File: config.mk
export PLATFORM = sky130hd
export DESIGN_NAME = sync_gen_ctrl
export DESIGN_NICKNAME = d
export VERILOG_FILES = /design/src/rtl/sync_gen_ctrl.sv
export SDC_FILE = /design/constraint.sdc
export NUM_CORES = 1
export LEC_CHECK = 0
export BUFFER_PORTS_ARGS = -buffer_cell sky130_fd_sc_hd__buf_2
export CELL_PAD_IN_SITES_DETAIL_PLACEMENT = 0
export CELL_PAD_IN_SITES_GLOBAL_PLACEMENT = 2
export CORE_AREA = 8 8 125 127
export CTS_CLUSTER_SIZE = 12
export DETAILED_ROUTE_END_ITERATION = 7
export DIE_AREA = 0 0 133 135
export HOLD_SLACK_MARGIN = 0.1
export PLACE_DENSITY = 0.84
export SYNTH_ARGS = -nofsm -noshare
export SYNTH_HDL_FRONTEND = slang
export SYNTH_SLANG_ARGS = --single-unit
File: constraint.sdc
create_clock -name user_clk -period 7.4 [get_ports user_clk]
set_input_delay 0.74 -clock user_clk [delete_from_list [all_inputs] [get_ports user_clk]]
set_output_delay 0.74 -clock user_clk [all_outputs]
set_load 0.05 [all_outputs]
File: src/rtl/sync_gen_ctrl.sv
// rtl/sync_gen_ctrl.sv - sync pulse sequencer with arm/external-sync control
//
// Purpose:
//   Arms a periodic sync generator from a software control word, either
//   immediately or on the next rising edge of an external sync input, then
//   emits one-cycle pulses every period_in cycles. Reports a pulse count,
//   the current state and a sticky illegal-period flag.
//
// Ports:
//   user_clk     in   clock, rising edge
//   user_rst     in   synchronous active-high reset
//   period_in    in   sync period in cycles (sampled at pulse boundaries)
//   ctrl_in      in   [0] enable, [1] arm (rising edge), [2] ext_mode
//   ext_sync_in  in   external sync, already in the user_clk domain
//   sync_out     out  one-cycle sync pulse
//   sync_count   out  pulses since last arm, wraps modulo 2^PERIOD_W
//   state_out    out  0 = IDLE, 1 = WAIT_EXT, 2 = RUN
//   period_err   out  sticky, set when an illegal period is latched

module sync_gen_ctrl #(
  parameter int PERIOD_W   = 32,
  parameter int MIN_PERIOD = 2
) (
  input  logic                user_clk,
  input  logic                user_rst,
  input  logic [PERIOD_W-1:0] period_in,
  input  logic [31:0]         ctrl_in,
  input  logic                ext_sync_in,
  output logic                sync_out,
  output logic [PERIOD_W-1:0] sync_count,
  output logic [1:0]          state_out,
  output logic                period_err
);

  localparam logic [1:0] ST_IDLE     = 2'd0;
  localparam logic [1:0] ST_WAIT_EXT = 2'd1;
  localparam logic [1:0] ST_RUN      = 2'd2;

  localparam logic [PERIOD_W-1:0] LP_MIN_PERIOD = PERIOD_W'(MIN_PERIOD);
  localparam logic [PERIOD_W-1:0] LP_ONE        = PERIOD_W'(1);

  // Registered state
  logic [1:0]          r_state;
  logic                r_arm_q;
  logic                r_ext_q;
  logic [PERIOD_W-1:0] r_cnt;
  logic [PERIOD_W-1:0] r_per;
  logic [PERIOD_W-1:0] r_count;
  logic                r_err;
  logic                r_sync;

  // Decoded control and edges
  logic w_enable;
  logic w_arm_in;
  logic w_ext_mode;
  logic w_arm_rise;
  logic w_ext_rise;
  logic w_per_ok;
  logic w_unused_ctrl;

  // Next-state values
  logic [1:0]          w_state_nxt;
  logic [PERIOD_W-1:0] w_cnt_nxt;
  logic [PERIOD_W-1:0] w_per_nxt;
  logic [PERIOD_W-1:0] w_count_nxt;
  logic                w_err_nxt;
  logic                w_sync_nxt;
  logic                w_boundary;

  assign w_enable      = ctrl_in[0];
  assign w_arm_in      = ctrl_in[1];
  assign w_ext_mode    = ctrl_in[2];
  assign w_unused_ctrl = ^ctrl_in[31:3];

  assign w_arm_rise = w_arm_in & ~r_arm_q;
  assign w_ext_rise = ext_sync_in & ~r_ext_q;

  // The period is judged on the value being latched at this boundary.
  assign w_per_ok = (period_in >= LP_MIN_PERIOD);

  // A "pulse pending" boundary is resolved on the same edge that creates it,
  // so the pulse is visible in the cycle right after the arm or ext edge and
  // sync_out / sync_count change together.
  always_comb begin
    w_state_nxt = r_state;
    w_cnt_nxt   = r_cnt;
    w_per_nxt   = r_per;
    w_count_nxt = r_count;
    w_err_nxt   = r_err;
    w_sync_nxt  = 1'b0;
    w_boundary  = 1'b0;

    if (!w_enable) begin
      // Disable beats any simultaneous arm edge; count and error hold.
      w_state_nxt = ST_IDLE;
    end else if (w_arm_rise) begin
      // Arm restarts from any state; a coincident ext edge or terminal
      // count is consumed by the restart.
      w_count_nxt = '0;
      w_err_nxt   = 1'b0;
      if (w_ext_mode) begin
        w_state_nxt = ST_WAIT_EXT;
      end else begin
        w_boundary = 1'b1;
      end
    end else begin
      case (r_state)
        ST_WAIT_EXT: begin
          if (w_ext_rise) begin
            w_boundary = 1'b1;
          end
        end
        ST_RUN: begin
          // Loaded with P-1 on a pulse; the boundary falls on the cycle
          // after it has counted down to zero, giving P-cycle spacing.
          if (r_cnt == '0) begin
            w_boundary = 1'b1;
          end else begin
            w_cnt_nxt = r_cnt - LP_ONE;
          end
        end
        ST_IDLE: begin
          w_state_nxt = ST_IDLE;
        end
        default: begin
          w_state_nxt = ST_IDLE;
        end
      endcase
    end

    if (w_boundary) begin
      w_per_nxt = period_in;
      if (!w_per_ok) begin
        w_err_nxt   = 1'b1;
        w_state_nxt = ST_IDLE;
      end else begin
        w_sync_nxt  = 1'b1;
        w_cnt_nxt   = period_in - LP_ONE;
        w_count_nxt = w_count_nxt + LP_ONE;
        w_state_nxt = ST_RUN;
      end
    end
  end

  always_ff @(posedge user_clk) begin
    if (user_rst) begin
      r_state <= ST_IDLE;
      r_arm_q <= 1'b0;
      r_ext_q <= 1'b0;
      r_cnt   <= '0;
      r_per   <= '0;
      r_count <= '0;
      r_err   <= 1'b0;
      r_sync  <= 1'b0;
    end else begin
      r_state <= w_state_nxt;
      r_arm_q <= w_arm_in;
      r_ext_q <= ext_sync_in;
      r_cnt   <= w_cnt_nxt;
      r_per   <= w_per_nxt;
      r_count <= w_count_nxt;
      r_err   <= w_err_nxt;
      r_sync  <= w_sync_nxt;
    end
  end

  assign sync_out   = r_sync;
  assign sync_count = r_count;
  assign state_out  = r_state;
  assign period_err = r_err;

endmodule

==> results of run 1 <==
## placed cells by master, fill, tap and decap left out, types with 3 or more instances in the layout
cell / synthesis / routed
a211oi_1: 15 / 15
a211oi_2: 16 / 16
a21oi_1: 28 / 28
and2_1: 8 / 8
and4_1: 3 / 3
buf_2: 2 / 73
buf_4: 3 / 3
clkbuf_16: 0 / 9
clkinv_2: 0 / 3
dfxtp_1: 70 / 70
ha_1: 6 / 6
inv_1: 15 / 15
mux2i_1: 3 / 3
nand2_1: 40 / 40
nand2b_1: 7 / 7
nand3_1: 18 / 18
nand3b_1: 4 / 4
nand4_1: 12 / 12
nor2_1: 57 / 57
nor2b_1: 6 / 6
nor3_1: 30 / 29
nor4_1: 23 / 23
nor4b_1: 3 / 3
o2111ai_1: 3 / 3
o211ai_1: 5 / 5
o21ai_0: 12 / 12
o31ai_1: 11 / 11
or3_1: 17 / 17
or4_1: 14 / 14
xnor2_1: 35 / 35
xor2_1: 25 / 25
## logic make-up after synthesis
group	count (synthesis)	synth area share
muxes	4	0.00994
AOI/OAI and AO/OA	105	0.180
buffers and inverters	40	0.0461
xor gates and xnor gates	60	0.116
adders and majority gates	6	0.0166
and+or+nand+nor	263	0.322
DFF	70	0.309
## power by group
| part | internal, uW | switching (uW) | total (uW) |
|---|---|---|---|
| Sequential | 388 | 9.93 | 398 |
| Clock | 278 | 160 | 437 |
| Combinational | 47.1 | 79.8 | 127 |
## layout make-up
| type | count | area [um^2] | area share |
|---|---|---|---|
| sequential | 70 | 1400 | 0.265 |
| clock buffer | 12 | 256 | 0.0484 |
| tap | 180 | 225 | 0.0425 |
| inverter | 15 | 56.3 | 0.0106 |
| multi-input combinational | 438 | 2930 | 0.552 |
| clock inverter | 4 | 45.0 | 0.00850 |
| timing repair buffer | 76 | 388 | 0.0732 |
## metrics by stage
| step | setup slack (ns) | cell area, um^2 | total power [uW] |
|---|---|---|---|
| floorplan | 4.36 | 4530 | 493 |
| global placement | 3.45 | 5000 | 530 |
| detailed placement | 3.43 | 5000 | 532 |
| CTS | 3.77 | 5300 | 974 |
| global route | 3.61 | 5300 | 1000 |
| finish | 3.79 | 5300 | 962 |
## per-layer routing
| layer | vias to the layer above | wire [um] | GRT usage |
|---|---|---|---|
| li1 | 2149 | - | - |
| met1 | 1969 | 5990 | 0.174 |
| met2 | 80 | 5640 | 0.222 |
| met3 | 13 | 449 | 0.0286 |
| met4 | 0 | 127 | 0.0397 |
| met5 | - | 0 | 0 |
## state kept, by name (all words and copies together) (netlist names)
| signal | flops |
|---|---|
| r_cnt | 32 |
| r_arm_q | 1 |
| state_out | 2 |
| sync_out | 1 |
| period_err | 1 |
| r_ext_q | 1 |
| sync_count | 32 |
## worst max-delay path: stages
cell,delay [ns]
buf_2,0.11
nor4_1,0.84
nand2b_1,0.17
or4_1,0.82
o21ai_4,0.13
buf_4,0.59
a211oi_1,0.19
a211oi_1,0.24
## Yosys cell counts (all sizes together) (10+ instances only)
cell type	number
xor2	25
or4	15
nand2	40
xnor2	35
nand3	18
buf	10
o21ai	13
nor4	26
a211oi	31
o31ai	11
dfxtp	70
nor2	57
or3	17
inv	15
clkbuf	15
a21oi	28
nand4	12
nor3	31
## worst max-delay path by stage
stage / from / endpoint / slack [ns] / depth (start not counted)
after floorplan: period_in[27] / sync_count[3] / 4.36 / 7
after global placement: period_in[10] / r_cnt[11] / 3.45 / 8
after detailed placement: period_in[10] / r_cnt[11] / 3.43 / 8
after CTS: period_in[10] / r_cnt[11] / 3.77 / 8
after global routing: period_in[10] / r_cnt[11] / 3.61 / 8
final: period_in[10] / r_cnt[11] / 3.79 / 8
==> impl_metrics.ini, run 1 <==
[outcome]
status = finished, final reports clean

[worst_setup_path]
cp.arrival_ns = 3.86
path_class = primary input to flip-flop
r2r-end = sync_count[11]
end_kind = flip-flop
r2r-start = r_cnt[5]
cp.required_ns = 7.64
start_kind = primary input
critPathMaxFanout = 68
reg2regPathDepth = 6
reg2reg_slack_ns = 4.06

[clocking]
cts_hold_buf = 0
cts_resized = 0
cts.sinks = 70
clkLatencyLatePin_ns = 0.33
postCtsSetupBuffers = 0
clock_path_buffers = 2
cts_made_buffers = 9
path_clk_slew_ns = 0.05
root_buffer = clkbuf_16
htree_num_levels = 3
cts_tree = built

[synth]
netlist_area_um2 = 4530
synthArstFlopShare = 0
synth_area_leaders = dfxtp_1 (31%), xnor2_1 (6.8%), xor2_1 (4.8%), nor2_1 (4.7%), a211oi_2 (4.4%)
ys_ff_latch = 70
synthDistinctLibCells = 62
synth_seq_area_share = 0.309
ys_warn_count = 0
synth_cells = 548
synth-edff-count = 0
synth_top_area_frac = 0.309
syn-num-nets = 621
synth_flop_cell = dfxtp_1
synth_area_per_cell_um2 = 8.27
synth_top_area_cell = dfxtp_1

[sta]
skew_ns = 0.00689
setup_viol = 0
period_needed_ns = 3.61
fin_hold_ws_ns = 0.457
report.final.slew_viol_count = 0
maxSlewHeadroom = 0.340
fin_setup_tns_ns = 0
tightestPinTransition_ns = 0.981
finalCritPeriodShare = 0.488
rsz0062_at_grt = no
fmax_mhz = 277
final_hold_viol_count = 0

[finish]
finalNonFillerCells = 795
utilization = 0.389
fillers = 1449
area.growth.synth_to_final_pct = 16.9
n_antenna_cell = 0
drive_gt1_frac = 0.203
fin_nets = 683

[grt]
grt_antenna_before_repair = 0
grt_use_total = 0.135
grt_max_degree = 69
grt_pass1_vias = 4164
grt.overflow.total = 0
grt_pass1_wl_um = 20200

[route]
drt_first_pass_iters = 4
viasPerCell = 5.30
drc_errors = 0
first_iter_violations = 192
wl_per_cell_um = 15.3
finalWirelength_um = 12200
vias = 4211
postRouteAntennaNets = 0

[place]
port_buffers = 73
placedCellCount = 779
hpwl_um = 9130
finalWeightedCongestion = 0.821

[floorplan]
core_area_um2 = 13600
die_area_um2 = 18000
num_rows = 43
die_x_um = 133
die_h_um = 135
initial_core_util = 0.333
ios = 103

[min_path]
min_to = period_err
hp-class = flip-flop to flip-flop
hold_start = period_err
whs_path_depth = 2

[pwr]
power.density_nw_per_um2 = 182
p_leak_uw = 0.00185
irDropWorstVdd_mv = 0.106

[job]
maxCapViolations = 0
(Power assumes the default switching activity.)
==> inputs of run 2 (changes only) <==
Settings changed: CORE_AREA 8 8 125 127 to 8 8 128 130, DIE_AREA 0 0 133 135 to 0 0 136 138, PLACE_DENSITY 0.84 to 0.8.
Clock period 7.4 ns to 3.7 ns, I/O delays scaled along.
==> impl_metrics.ini, run 2 (synthesis gave the netlist of run 1 again) <==
[job]
maxCapViolations = 0

[sta]
rsz0062_at_grt = no
period_needed_ns = 2.94
timing.final.ws_setup_ns = 0.765
skew_ns = 0.00641
tightestPinTransition_ns = 0.812
maxSlewHeadroom = 0.456
setup_viol = 0
final_hold_viol_count = 0
finalCritPeriodShare = 0.793
fmax_mhz = 341
fin_setup_tns_ns = 0
report.final.slew_viol_count = 0
fin_hold_ws_ns = 0.295

[outcome]
status = finished, final reports clean

[place]
place_worst_setup_slack_ns = 0.486
finalWeightedCongestion = 0.813
port_buffers = 73
hpwl_um = 9420

[floorplan]
core_area_um2 = 14300
initial_core_util = 0.317
die_x_um = 136
num_rows = 44
die_h_um = 138
ios = 103
die_area_um2 = 18800

[finish]
fin_nets = 690
mostFrequentLayoutCell = buf_2
n_antenna_cell = 0
area.growth.synth_to_final_pct = 17.6
most-common-layout-cells = buf_2 (73), dfxtp_1 (70), nor2_1 (57), nand2_1 (40), xnor2_1 (35)
drive_gt1_frac = 0.211

[worst_setup_path]
r2r-start = r_cnt[27]
end_kind = flip-flop
path_buf_inv = 2
crit_family = simple AND/OR/NAND/NOR gates
cp.required_ns = 3.96
start_kind = flip-flop
slowest_delay_ns = 0.60
crit_chain = nor3_1, nand4_1, nor4_4, buf_4, o21ai_4, buf_12, or4_1, a21oi_1
critPathMaxFanout = 68
startpoint = r_cnt[27]
slowest_stage = nor4_4
cp.arrival_ns = 3.20
path_class = flip-flop to flip-flop

[clocking]
htree_num_levels = 3
path_clk_slew_ns = 0.06
postCtsSetupBuffers = 0
root_buffer = clkbuf_16
cts_tree = built
clkLatencyLatePin_ns = 0.33
cts_resized = 0
clock_path_buffers = 2
cts.sinks = 70
cts_hold_buf = 0
cts_made_buffers = 9

[pwr]
irDropWorstVdd_mv = 0.221
clockPowerShare = 0.427
p_comb_frac = 0.142
p_int_uw = 1340
p_leak_uw = 0.00188
swShare = 0.272
power.density_nw_per_um2 = 347
p_seq_frac = 0.431
switchingPower_uw = 503

[route]
first_iter_violations = 164
drc_errors = 0
finalWirelength_um = 12600
drt_first_pass_iters = 5
vias = 4260
wl_per_cell_um = 15.6
postRouteAntennaNets = 0
viasPerCell = 5.29

[min_path]
hp-class = primary input to flip-flop
hold_start = ext_sync_in

[grt]
grt_antenna_before_repair = 0
grt.overflow.total = 0
grt_pass1_wl_um = 20800
grt_use_total = 0.135
grt_max_degree = 69
grt_pass1_vias = 4187
## run 2: changes by cell type in the layout (fill, tap and decap cells not counted), sizes merged
cell / delta
buf: +7
bufinv: -1
clkbuf: -1
clkinv: +2
## run 2: layout make-up
class	count	area, um^2
Fill cell	1540	8980
Multi-Input combinational cell	438	2920
Sequential cell	70	1400
Timing Repair Buffer	83	453
Clock buffer	11	243
Tap cell	184	230
Inverter	15	56.3
Clock inverter	5	25.0
## run 2: path summary, 6_finish.rpt
check	endpoint	slack, ns	cells after the start
worst max-delay path	sync_count[31]	0.76	8
worst min-delay path	r_ext_q	0.30	2
worst max register to register	sync_count[31]	0.76	8
worst min register to register	period_err	0.45	2
## run 2: metal layers
metal,GRT usage,vias to the layer above,wire [um]
met5,0,-,0
met4,0.0468,0,212
met3,0.0344,13,652
met2,0.213,97,5640
met1,0.172,1989,6050
li1,-,2161,-
## run 2: through the flow
stage	util	area, um^2	total power, uW	cells
floorplan	-	4530	986	548
global placement	0.354	5060	1070	790
detailed placement	0.354	5060	1070	790
CTS	0.372	5330	1870	806
global route	0.372	5330	1940	806
finish	0.372	5330	1850	806
## run 2: power by group through the flow
stage	clock network (uW)	registers [uW]	logic, uW
2_1_floorplan	0	812	174
3_3_place_gp	0	810	261
3_5_place_dp	0	812	263
4_1_cts	812	795	265
5_1_grt	847	798	291
6_report	789	795	263
